$ cat config.mk
export PLATFORM = sky130hd
export DESIGN_NAME = pb_uart_rx_mon_flat
export DESIGN_NICKNAME = d
export VERILOG_FILES = /design/src/rtl/pb_uart_rx_mon_if.sv /design/src/rtl/pb_uart_rx_mon.sv /design/src/flat_wrapper.sv
export SDC_FILE = /design/constraint.sdc
export NUM_CORES = 1
export LEC_CHECK = 0
export ABC_AREA = 1
export CAP_MARGIN = 20
export CORE_UTILIZATION = 55
export CTS_BUF_LIST = sky130_fd_sc_hd__clkbuf_4 sky130_fd_sc_hd__clkbuf_8
export CTS_CLUSTER_DIAMETER = 40
export DETAILED_ROUTE_END_ITERATION = 16
export PLACE_DENSITY = 0.77
export SLEW_MARGIN = 40
export SYNTH_ARGS = -nofsm -noshare
export SYNTH_HDL_FRONTEND = slang
export SYNTH_SLANG_ARGS = --single-unit
$ cat constraint.sdc
create_clock -name clk_i -period 2.3 [get_ports clk_i]
set_input_delay 0.23 -clock clk_i [delete_from_list [all_inputs] [get_ports clk_i]]
set_output_delay 0.23 -clock clk_i [all_outputs]
set_load 0.01 [all_outputs]
$ cat src/rtl/pb_uart_rx_mon_if.sv
// Ready/valid byte stream produced by the UART receive monitor.
// Each beat carries one received byte and the index of the line it arrived on.
interface pb_uart_rx_mon_if #(
  parameter int ChanIdW = 1
);
  logic               byte_valid;
  logic               byte_ready;
  logic [7:0]         byte_data;
  logic [ChanIdW-1:0] byte_chan;

  modport master (
    output byte_valid,
    output byte_data,
    output byte_chan,
    input  byte_ready
  );

  modport slave (
    input  byte_valid,
    input  byte_data,
    input  byte_chan,
    output byte_ready
  );
endinterface

$ cat src/rtl/pb_uart_rx_mon.sv
// Multi-channel UART receive monitor.
// Deserialises NumChan independent UART lines and buffers each line's bytes in
// its own small FIFO. All FIFOs are merged into one ready/valid byte stream by
// a round-robin arbiter, and each byte is tagged with its channel index.
// Per-line sticky flags report frame errors, FIFO overflow and parity errors.
// Optional feature macro: PB_UART_MON_PARITY_EN selects 8E1 framing with a
// parity check. Without it the frame is 8N1 and parity_err_o is tied low.
module pb_uart_rx_mon #(
  parameter int  NumChan   = 2,
  parameter int  FifoDepth = 4,
  localparam int ChanIdW   = (NumChan > 1) ? $clog2(NumChan) : 1
) (
  input  logic               clk_i,
  input  logic               rst_ni,
  input  logic [15:0]        cfg_div_i,
  input  logic [NumChan-1:0] rx_i,
  pb_uart_rx_mon_if.master   byte_if,
  output logic [NumChan-1:0] frame_err_o,
  output logic [NumChan-1:0] overflow_o,
  output logic [NumChan-1:0] parity_err_o,
  input  logic               clear_err_i
);

  localparam int AddrW = $clog2(FifoDepth);

  typedef enum logic [2:0] {
    ST_IDLE,
    ST_START,
    ST_DATA,
    ST_PARITY,
    ST_STOP,
    ST_BREAK
  } rx_state_e;

  logic [NumChan-1:0] push;
  logic [NumChan-1:0] pop;
  logic [NumChan-1:0] not_empty;
  logic [NumChan-1:0] frame_set;
  logic [NumChan-1:0] ovf_set;
  logic [7:0]         head_data [NumChan];
  logic [15:0]        div_eff;

  logic [NumChan-1:0] frame_err_q;
  logic [NumChan-1:0] overflow_q;

  logic [ChanIdW-1:0] rr_q;
  logic [ChanIdW-1:0] lock_grant_q;
  logic               lock_q;
  logic [ChanIdW-1:0] grant;
  logic               valid;
  logic               handshake;

  // Very short bit periods cannot be sampled mid-bit; clamp to 4 cycles.
  assign div_eff = (cfg_div_i < 16'd4) ? 16'd4 : cfg_div_i;

`ifdef PB_UART_MON_PARITY_EN
  logic [NumChan-1:0] parity_set;
  logic [NumChan-1:0] parity_err_q;
`endif

  for (genvar ch = 0; ch < NumChan; ch++) begin : g_chan
    logic [1:0]     sync_q;
    logic           rx_s;
    rx_state_e      state_q, state_d;
    logic [15:0]    cnt_q, cnt_d;
    logic [15:0]    div_q, div_d;
    logic [2:0]     bit_q, bit_d;
    logic [7:0]     shift_q, shift_d;
    logic           push_l;
    logic           frame_set_l;
    logic [7:0]     mem_q [FifoDepth];
    logic [AddrW:0] wptr_q, rptr_q;
    logic           full_l;
    logic           wr_en;
`ifdef PB_UART_MON_PARITY_EN
    logic           par_set_l;
`endif

    assign rx_s = sync_q[1];

    // Two-flop synchroniser; resets to the idle (high) line level
    always_ff @(posedge clk_i or negedge rst_ni) begin
      if (!rst_ni) sync_q <= 2'b11;
      else         sync_q <= {sync_q[0], rx_i[ch]};
    end

    // Frame FSM: mid-bit sampling driven by a reloadable down-counter
    always_comb begin
      state_d     = state_q;
      cnt_d       = (cnt_q != 16'd0) ? cnt_q - 16'd1 : cnt_q;
      div_d       = div_q;
      bit_d       = bit_q;
      shift_d     = shift_q;
      push_l      = 1'b0;
      frame_set_l = 1'b0;
`ifdef PB_UART_MON_PARITY_EN
      par_set_l   = 1'b0;
`endif
      case (state_q)
        ST_IDLE: begin
          if (!rx_s) begin
            state_d = ST_START;
            div_d   = div_eff;
            cnt_d   = (div_eff >> 1) - 16'd1;
          end
        end
        ST_START: begin
          if (cnt_q == 16'd0) begin
            if (!rx_s) begin
              state_d = ST_DATA;
              cnt_d   = div_q - 16'd1;
              bit_d   = 3'd0;
            end else begin
              // Start bit gone by mid-bit: treat as a glitch
              state_d = ST_IDLE;
            end
          end
        end
        ST_DATA: begin
          if (cnt_q == 16'd0) begin
            shift_d = {rx_s, shift_q[7:1]};
            cnt_d   = div_q - 16'd1;
            bit_d   = bit_q + 3'd1;
            if (bit_q == 3'd7) begin
`ifdef PB_UART_MON_PARITY_EN
              state_d = ST_PARITY;
`else
              state_d = ST_STOP;
`endif
            end
          end
        end
`ifdef PB_UART_MON_PARITY_EN
        ST_PARITY: begin
          if (cnt_q == 16'd0) begin
            cnt_d     = div_q - 16'd1;
            state_d   = ST_STOP;
            par_set_l = (rx_s != ^shift_q);
          end
        end
`endif
        ST_STOP: begin
          if (cnt_q == 16'd0) begin
            if (rx_s) begin
              push_l  = 1'b1;
              state_d = ST_IDLE;
            end else begin
              frame_set_l = 1'b1;
              state_d     = ST_BREAK;
            end
          end
        end
        ST_BREAK: begin
          if (rx_s) state_d = ST_IDLE;
        end
        default: state_d = ST_IDLE;
      endcase
    end

    // FSM control state
    always_ff @(posedge clk_i or negedge rst_ni) begin
      if (!rst_ni) begin
        state_q <= ST_IDLE;
        cnt_q   <= 16'd0;
        bit_q   <= 3'd0;
      end else begin
        state_q <= state_d;
        cnt_q   <= cnt_d;
        bit_q   <= bit_d;
      end
    end

    // Latched divider and shift register hold data only, no reset needed
    always_ff @(posedge clk_i) begin
      div_q   <= div_d;
      shift_q <= shift_d;
    end

    // A pop in the same cycle frees a slot, so a push into a full FIFO still lands
    assign full_l = (wptr_q[AddrW] != rptr_q[AddrW]) &&
                    (wptr_q[AddrW-1:0] == rptr_q[AddrW-1:0]);
    assign wr_en  = push_l && (!full_l || pop[ch]);

    // FIFO pointers
    always_ff @(posedge clk_i or negedge rst_ni) begin
      if (!rst_ni) begin
        wptr_q <= '0;
        rptr_q <= '0;
      end else begin
        if (wr_en)   wptr_q <= wptr_q + 1'b1;
        if (pop[ch]) rptr_q <= rptr_q + 1'b1;
      end
    end

    // FIFO storage
    always_ff @(posedge clk_i) begin
      if (wr_en) mem_q[wptr_q[AddrW-1:0]] <= shift_q;
    end

    assign head_data[ch] = mem_q[rptr_q[AddrW-1:0]];
    assign not_empty[ch] = (wptr_q != rptr_q);
    assign push[ch]      = push_l;
    assign frame_set[ch] = frame_set_l;
    assign ovf_set[ch]   = push_l && full_l && !pop[ch];
    assign pop[ch]       = handshake && (grant == ChanIdW'(ch));
`ifdef PB_UART_MON_PARITY_EN
    assign parity_set[ch] = par_set_l;
`endif
  end

  // Round-robin pick from rr_q; a stalled beat keeps its grant until accepted
  always_comb begin
    grant = rr_q;
    // Lowest non-empty channel overall covers the wrap-around case
    for (int i = NumChan - 1; i >= 0; i--) begin
      if (not_empty[i]) grant = ChanIdW'(i);
    end
    // Lowest non-empty channel at or above the pointer takes precedence
    for (int i = NumChan - 1; i >= 0; i--) begin
      if (not_empty[i] && (ChanIdW'(i) >= rr_q)) grant = ChanIdW'(i);
    end
    if (lock_q) grant = lock_grant_q;
  end

  assign valid     = |not_empty;
  assign handshake = valid && byte_if.byte_ready;

  assign byte_if.byte_valid = valid;
  assign byte_if.byte_data  = valid ? head_data[grant] : 8'd0;
  assign byte_if.byte_chan  = valid ? grant : '0;

  // Arbiter pointer and grant lock
  always_ff @(posedge clk_i or negedge rst_ni) begin
    if (!rst_ni) begin
      rr_q         <= '0;
      lock_q       <= 1'b0;
      lock_grant_q <= '0;
    end else begin
      lock_q       <= valid && !byte_if.byte_ready;
      lock_grant_q <= grant;
      if (handshake) begin
        rr_q <= (grant == ChanIdW'(NumChan - 1)) ? '0 : grant + ChanIdW'(1);
      end
    end
  end

  // Sticky error flags; a new event in the same cycle wins over clear
  always_ff @(posedge clk_i or negedge rst_ni) begin
    if (!rst_ni) begin
      frame_err_q <= '0;
      overflow_q  <= '0;
    end else begin
      frame_err_q <= (frame_err_q & ~{NumChan{clear_err_i}}) | frame_set;
      overflow_q  <= (overflow_q  & ~{NumChan{clear_err_i}}) | ovf_set;
    end
  end

  assign frame_err_o = frame_err_q;
  assign overflow_o  = overflow_q;

`ifdef PB_UART_MON_PARITY_EN
  // Sticky parity error flags
  always_ff @(posedge clk_i or negedge rst_ni) begin
    if (!rst_ni) parity_err_q <= '0;
    else         parity_err_q <= (parity_err_q & ~{NumChan{clear_err_i}}) | parity_set;
  end

  assign parity_err_o = parity_err_q;
`else
  assign parity_err_o = '0;
`endif

endmodule
$ cat src/flat_wrapper.sv
// flat-port wrapper written by rule: the top's interface ports become plain ports
module pb_uart_rx_mon_flat 
#(
  parameter int  NumChan   = 2,
  parameter int  FifoDepth = 4,
  localparam int ChanIdW   = (NumChan > 1) ? $clog2(NumChan) : 1
)
  (clk_i, rst_ni, cfg_div_i, rx_i, frame_err_o, overflow_o, parity_err_o, clear_err_i, byte_if_byte_valid, byte_if_byte_data, byte_if_byte_chan, byte_if_byte_ready);
  pb_uart_rx_mon_if byte_if_i ();
  input  logic clk_i;
  input  logic rst_ni;
  input  logic [15:0] cfg_div_i;
  input  logic [NumChan-1:0] rx_i;
  output logic [NumChan-1:0] frame_err_o;
  output logic [NumChan-1:0] overflow_o;
  output logic [NumChan-1:0] parity_err_o;
  input  logic clear_err_i;
  output wire logic [$bits(byte_if_i.byte_valid)-1:0] byte_if_byte_valid;
  output wire logic [$bits(byte_if_i.byte_data)-1:0] byte_if_byte_data;
  output wire logic [$bits(byte_if_i.byte_chan)-1:0] byte_if_byte_chan;
  input wire logic [$bits(byte_if_i.byte_ready)-1:0] byte_if_byte_ready;
  assign byte_if_byte_valid = byte_if_i.byte_valid;
  assign byte_if_byte_data = byte_if_i.byte_data;
  assign byte_if_byte_chan = byte_if_i.byte_chan;
  assign byte_if_i.byte_ready = byte_if_byte_ready;
  pb_uart_rx_mon #(.NumChan(NumChan), .FifoDepth(FifoDepth)) u_core (.clk_i(clk_i), .rst_ni(rst_ni), .cfg_div_i(cfg_div_i), .rx_i(rx_i), .byte_if(byte_if_i), .frame_err_o(frame_err_o), .overflow_o(overflow_o), .parity_err_o(parity_err_o), .clear_err_i(clear_err_i));
endmodule
==> flow_summary.json, run 1 <==
{
  "row_count": 48,
  "hold_class": "in -> reg",
  "track_usage": 0.2595,
  "ios": 38,
  "port_buffers": 35,
  "floorplan.die_area_mm2": 0.01826,
  "postSynthAreaPerCell_um2": 9.025,
  "ys_types": 54,
  "die_y_um": 135.1,
  "vias": 7728,
  "critPathRequiredTime_ns": 2.07,
  "drt_iter0_markers": 651,
  "p_per_area_mw_per_mm2": 1090,
  "fin_util": 0.6477,
  "dr.pass1.iters": 8,
  "layout_commonest_cell": "nand2_1",
  "yosys_warnings": 0,
  "cts_made_buffers": 17,
  "place_congestion": 0.9467,
  "place_inst": 1359,
  "die_w_um": 135.1,
  "layout_common_cells": "nand2_1 (210), nor2_1 (148), edfxtp_1 (112)",
  "synth_edf_count": 112,
  "startpoint": "u_core.g_chan[1].wptr_q[1]",
  "finClkSkew_ns": 0.01391,
  "ctsLongestPathBuffers": 2,
  "synth_top_area_cell": "edfxtp_1",
  "place_hpwl_um": 15970,
  "violations": "setup timing",
  "finalMaxSlewViolations": 0,
  "viasPerCell": 5.489,
  "synth_ff_type": "edfxtp_1",
  "irDropWorstVdd_mv": 0.6551,
  "grt_max_degree": 68,
  "r2r-start": "u_core.g_chan[0].rptr_q[0]",
  "ctsHtreeMaxLevel": 4,
  "coreArea_mm2": 0.01730,
  "routed_wl_um": 22760,
  "final_nets": 1214,
  "grt_pass1_vias": 7422,
  "cp-start-kind": "register",
  "cts_tree": "yes",
  "cts.sinks": 179,
  "cap_violations": 0,
  "antenna_found_initial": 0,
  "layout-drive-gt1-share": 0.1817,
  "fin_crit_sh": 1.020,
  "crit_type": "reg -> out",
  "finalHoldViolations": 0,
  "synthArstFlopShare": 0.3743,
  "setup_violations": 2,
  "hp-start": "rx_i[0]",
  "fmax_ghz": 0.4261,
  "synthTopCellsByArea": "edfxtp_1 (35%), dfrtp_1 (16%), nand2_1 (8.3%)",
  "postLayoutSetupSlackWorst_ns": -0.04705,
  "rsz0062_at_grt": "true",
  "yosysTopAreaCellShare": 0.3451,
  "wl_per_cell_um": 16.17,
  "syn-cell-area_mm2": 0.009747,
  "critPathCaptureType": "primary output",
  "period_minus_slack_ns": 2.347,
  "drc": 0,
  "crit_arrival_ns": 2.12,
  "p_leak_nw": 4.706,
  "tightest_slew_ns": 0.6490,
  "overflow": 0,
  "clk_pin_slew_ns": 0.10,
  "start_util": 0.5635,
  "syn_inst": 1080,
  "grt_pass1_wl_um": 36430,
  "status": "finished, violations left",
  "instances_no_fill": 1408,
  "antenna_cells": 0,
  "synthToLayoutAreaGrowth_pct": 14.94,
  "yosysSeqAreaShare": 0.5176,
  "synth_seq_cells": 179,
  "slew_headroom": 0.5673,
  "crit_fanout": 5,
  "fillCellCount": 1417,
  "cts_root_buf": "clkbuf_8",
  "ant_nets": 0,
  "worst_skew_pair.late_latency_ns": 0.48
}
[per-stage QoR]
stage	hold slack (ns)	setup WS, ns	setup TNS, ns	area (µm²)	power, mW
after global routing	0.1361	-0.1173	-0.4398	11200	13.02
after detailed placement	0.2805	-0.1122	-0.2332	10590	9.763
after global placement	0.3467	-0.01743	-0.01743	10580	9.622
after floorplan	-0.06559	0.2088	0	9751	8.266
after CTS	0.1282	-0.01268	-0.02535	11140	12.02
final	0.1555	-0.04705	-0.07554	11200	12.21
[sequential cells by signal, indices dropped and copies added, names as in the netlist]
name                   cells
u_core.g_chan.state_q      6
u_core.g_chan.div_q       32
u_core.lock_grant_q        1
u_core.g_chan.bit_q        6
u_core.g_chan.rptr_q       6
u_core.g_chan.sync_q       4
u_core.g_chan.cnt_q       32
u_core.g_chan.shift_q     16
u_core.overflow_o          2
u_core.g_chan.mem_q       64
u_core.frame_err_o         2
u_core.lock_q              1
u_core.rr_q                1
u_core.g_chan.wptr_q       6
[power by group]
part / total, mW / leakage (nW) / internal (mW) / switching, mW
combinational: 5.53 / 2.65 / 2.03 / 3.50
clock: 2.16 / 0.201 / 0.838 / 1.32
sequential: 4.52 / 1.86 / 3.97 / 0.550
total: 12.2 / 4.71 / 6.84 / 5.37
[worst paths after layout]
check | endpoint | slack [ns] | cells after the start
hold reg to reg | u_core.g_chan[1].sync_q[1] | 0.36 | 0
hold / removal | u_core.g_chan[0].sync_q[0] | 0.16 | 1
setup reg to reg | u_core.g_chan[0].mem_q[3][7] | 0.10 | 12
setup / recovery | byte_if_byte_data[6] | -0.05 | 11
max in group asynchronous | u_core.g_chan[1].rptr_q[0] | 1.50 | 2
min in group asynchronous | u_core.g_chan[0].cnt_q[7] | 0.32 | 2
[per-layer routing]
layer  GRT usage  part of all wire  vias up
li1            -                 -     3772
met1      0.3277              0.43     3705
met2      0.4479              0.50      212
met3     0.04767             0.051       39
met4     0.08739             0.023        0
met5           0                 0        -
[cell type report]
| cell class | count | area (µm²) | share of cell area |
|---|---|---|---|
| clock buffer | 18 | 241.5 | 0.02155 |
| sequential | 179 | 5047 | 0.4505 |
| tap | 225 | 281.5 | 0.02513 |
| inverter | 121 | 461.7 | 0.04121 |
| timing repair buffer | 101 | 827.0 | 0.07382 |
| clock inverter | 14 | 158.9 | 0.01418 |
| multi-input combinational | 750 | 4185 | 0.3736 |
[logic make-up after synthesis]
kind of cell	Yosys count	synth area share
and+or+nand+nor	542	0.2596
DFF	179	0.5176
buffers and inverters	154	0.06624
AOI/OAI and AO/OA	132	0.08229
xor gates and xnor gates	50	0.04570
adders and majority gates	22	0.02824
other	1	0.0003847
[worst max-delay path, cell delays in order, from the launching register on]
cell,delay (ns)
dfrtp_1,0.43
xnor2_2,0.18
nand2_1,0.09
nor2_1,0.10
nand2_1,0.08
nand2_4,0.17
nand2_8,0.08
buf_6,0.14
nand2_4,0.06
o21ai_2,0.06
nor2_1,0.11
buf_2,0.14
[cell usage after synthesis, types with 2 or more instances]
cell type	number
o211ai_1	6
nand2_4	9
clkbuf_1	17
nor3_2	5
nor2_2	16
o21bai_1	2
a32o_1	8
edfxtp_1	112
xor2_1	32
nand3_1	79
a21oi_1	24
nand3b_1	3
nor2_1	151
nand4_1	16
o21ai_1	28
buf_6	4
nor2_4	5
dfrtp_1	63
nand3_2	4
or2_1	2
dfstp_2	4
o221ai_1	2
inv_2	19
buf_2	6
nor3_1	12
xnor2_1	17
o22ai_1	12
a22o_1	3
o21ai_0	34
a21oi_2	2
inv_1	99
ha_1	22
nor4_1	4
buf_4	6
o31ai_1	5
nand2_1	216
nand2_2	12
nand3_4	3
[what timing repair did]
action,CTS,global route
endpoints found under the hold margin,63,0
setup buffers,13,1
hold buffers,1,0
setup endpoints to repair,10,14
cloned,1,1
gates resized for setup,41,24
pin swaps,6,7
No activity file was read; power rests on OpenSTA's default activity.
==> run 2: changes to the inputs <==
--- a/config.mk
+++ b/config.mk
@@ -12,5 +12,5 @@
 export CTS_CLUSTER_DIAMETER = 40
 export DETAILED_ROUTE_END_ITERATION = 16
-export PLACE_DENSITY = 0.77
+export PLACE_DENSITY = 0.73
 export SLEW_MARGIN = 40
 export SYNTH_ARGS = -nofsm -noshare
==> constraint.sdc (replaced) <==
create_clock -name clk_i -period 2.3 [get_ports clk_i]
set_input_delay 0.46 -clock clk_i [delete_from_list [all_inputs] [get_ports clk_i]]
set_output_delay 0.46 -clock clk_i [all_outputs]
set_load 0.01 [all_outputs]
==> flow_summary.json, run 2 (synthesis gave the netlist of run 1 again) <==
{
  "status": "finished, violations left",
  "violations": "setup timing",
  "place_hpwl_um": 16890,
  "fmax_ghz": 0.3794,
  "ant_nets": 0,
  "hold_end": "u_core.g_chan[0].sync_q[1]",
  "dr.pass1.iters": 5,
  "layout_commonest_cell": "nand2_1",
  "cts_made_buffers": 17,
  "period_minus_slack_ns": 2.636,
  "rsz0062_at_grt": "true",
  "crit_type": "reg -> out",
  "crit_fanout": 7,
  "worst_skew_pair.late_latency_ns": 0.48,
  "finalHoldViolations": 0,
  "start_util": 0.5635,
  "r2r-end": "u_core.g_chan[1].mem_q[1][6]",
  "finClkSkew_ns": 0.01709,
  "slew_headroom": 0.6203,
  "postPlaceCellArea_mm2": 0.01075,
  "irDropWorstVdd_mv": 0.9060,
  "ios": 38,
  "largest_reg_flops": 64,
  "grt_pass1_wl_um": 37670,
  "design_area_mm2": 0.01159,
  "coreArea_mm2": 0.01730,
  "antenna_found_initial": 0,
  "viasPerCell": 5.419,
  "cts_tree": "yes",
  "layout_common_cells": "nand2_1 (206), nor2_1 (137), edfxtp_1 (112)",
  "cap_violations": 0,
  "floorplan.die_area_mm2": 0.01826,
  "die_w_um": 135.1,
  "hold_class": "reg -> reg",
  "drc": 0,
  "cts.sinks": 179,
  "worstHoldPathCells": 0,
  "reg2reg_setup_slack_ns": 0.01,
  "p_per_area_mw_per_mm2": 1101,
  "vias": 7793,
  "critPathCaptureType": "primary output",
  "clk_pin_slew_ns": 0.11,
  "routed_wl_um": 23620,
  "die_y_um": 135.1,
  "tightest_slew_ns": 0.5645,
  "tns_ns": -2.665,
  "startpoint": "u_core.g_chan[1].rptr_q[0]",
  "track_usage": 0.2700,
  "fillCellCount": 1366,
  "p_leak_nw": 4.872,
  "fin_crit_sh": 1.146,
  "cp-start-kind": "register",
  "cts_root_buf": "clkbuf_8",
  "final_nets": 1244,
  "crit_arrival_ns": 2.18,
  "layout-drive-gt1-share": 0.2201,
  "drt_iter0_markers": 504,
  "grt_pass1_vias": 7704,
  "port_buffers": 35,
  "ctsLongestPathBuffers": 2,
  "r2r_cells": 13,
  "row_count": 48,
  "finalMaxSlewViolations": 0,
  "r2r-start": "u_core.g_chan[1].rptr_q[0]",
  "antenna_cells": 0,
  "ctsHtreeMaxLevel": 4,
  "hp-start": "u_core.g_chan[0].sync_q[0]",
  "overflow": 0,
  "register_area_mm2": 0.005049,
  "setup_violations": 9,
  "wl_per_cell_um": 16.42,
  "multi_input_area_mm2": 0.004275,
  "postLayoutSetupSlackWorst_ns": -0.3359,
  "synthToLayoutAreaGrowth_pct": 18.90,
  "place_congestion": 0.9418,
  "critPathRequiredTime_ns": 1.84,
  "grt_max_degree": 32
}
run 2: worst max-delay path: stages, from the launching register on:
cell     delay [ns]
dfrtp_2        0.46
xnor2_2        0.21
nand2_1        0.09
nor2_1         0.12
nand2_1        0.09
nand2_2        0.13
nand2_8        0.08
buf_8          0.16
nand2_4        0.06
o21ai_2        0.05
nor2_1         0.12
buf_2          0.14
run 2: routing by layer:
| metal | GRT usage | vias to the layer above | part of all wire |
|---|---|---|---|
| met5 | 0 | - | 0 |
| met4 | 0.08240 | 0 | 0.016 |
| met3 | 0.04167 | 31 | 0.042 |
| met2 | 0.4786 | 192 | 0.52 |
| met1 | 0.3381 | 3730 | 0.43 |
| li1 | - | 3840 | - |
run 2: final cells by class:
| cell class | count | area share |
|---|---|---|
| Timing Repair Buffer | 133 | 0.09674 |
| Multi-Input combinational cell | 748 | 0.3689 |
| Tap cell | 225 | 0.02429 |
| Clock buffer | 17 | 0.02019 |
| Inverter | 121 | 0.04027 |
| Sequential cell | 179 | 0.4357 |
| Clock inverter | 15 | 0.01393 |
run 2: what timing repair did:
item / 4_1_cts / 5_1_grt
endpoints found under the setup margin: 10 / 77
cloned: 2 / 0
gates resized for setup: 71 / 45
endpoints found under the hold margin: 26 / 0
pin swaps: 7 / 23
setup buffers: 18 / 13
hold buffers: 1 / 0
run 2: where the power goes:
| group | leakage [nW] | internal, mW | switching, mW |
|---|---|---|---|
| clock network | 0.201 | 0.821 | 1.34 |
| logic | 2.81 | 2.42 | 3.65 |
| registers | 1.86 | 3.97 | 0.550 |
| total | 4.87 | 7.22 | 5.55 |
run 2: how the worst max path moves through the flow:
stage	to	depth (start not counted)	slack (ns)
6_report	byte_if_byte_data[3]	11	-0.34
5_1_grt	byte_if_byte_data[3]	11	-0.44
4_1_cts	byte_if_byte_data[1]	11	-0.26
3_5_place_dp	u_core.g_chan[1].cnt_q[12]	14	-0.37
3_3_place_gp	u_core.g_chan[1].cnt_q[12]	14	-0.27
2_1_floorplan	u_core.g_chan[1].mem_q[0][0]	8	0.21
run 2: per-stage QoR:
stage / hold slack (ns) / cells / utilization / worst slack, ns / total power [mW]
floorplan: 0.1644 / 1081 / - / 0.2088 / 8.266
global placement: 0.3473 / 1382 / 0.6217 / -0.2675 / 9.799
detailed placement: 0.3473 / 1382 / 0.6217 / -0.3667 / 9.950
CTS: 0.3627 / 1435 / 0.6594 / -0.2580 / 12.44
global route: 0.3570 / 1438 / 0.6700 / -0.4412 / 13.61
finish: 0.3576 / 1438 / 0.6700 / -0.3359 / 12.76
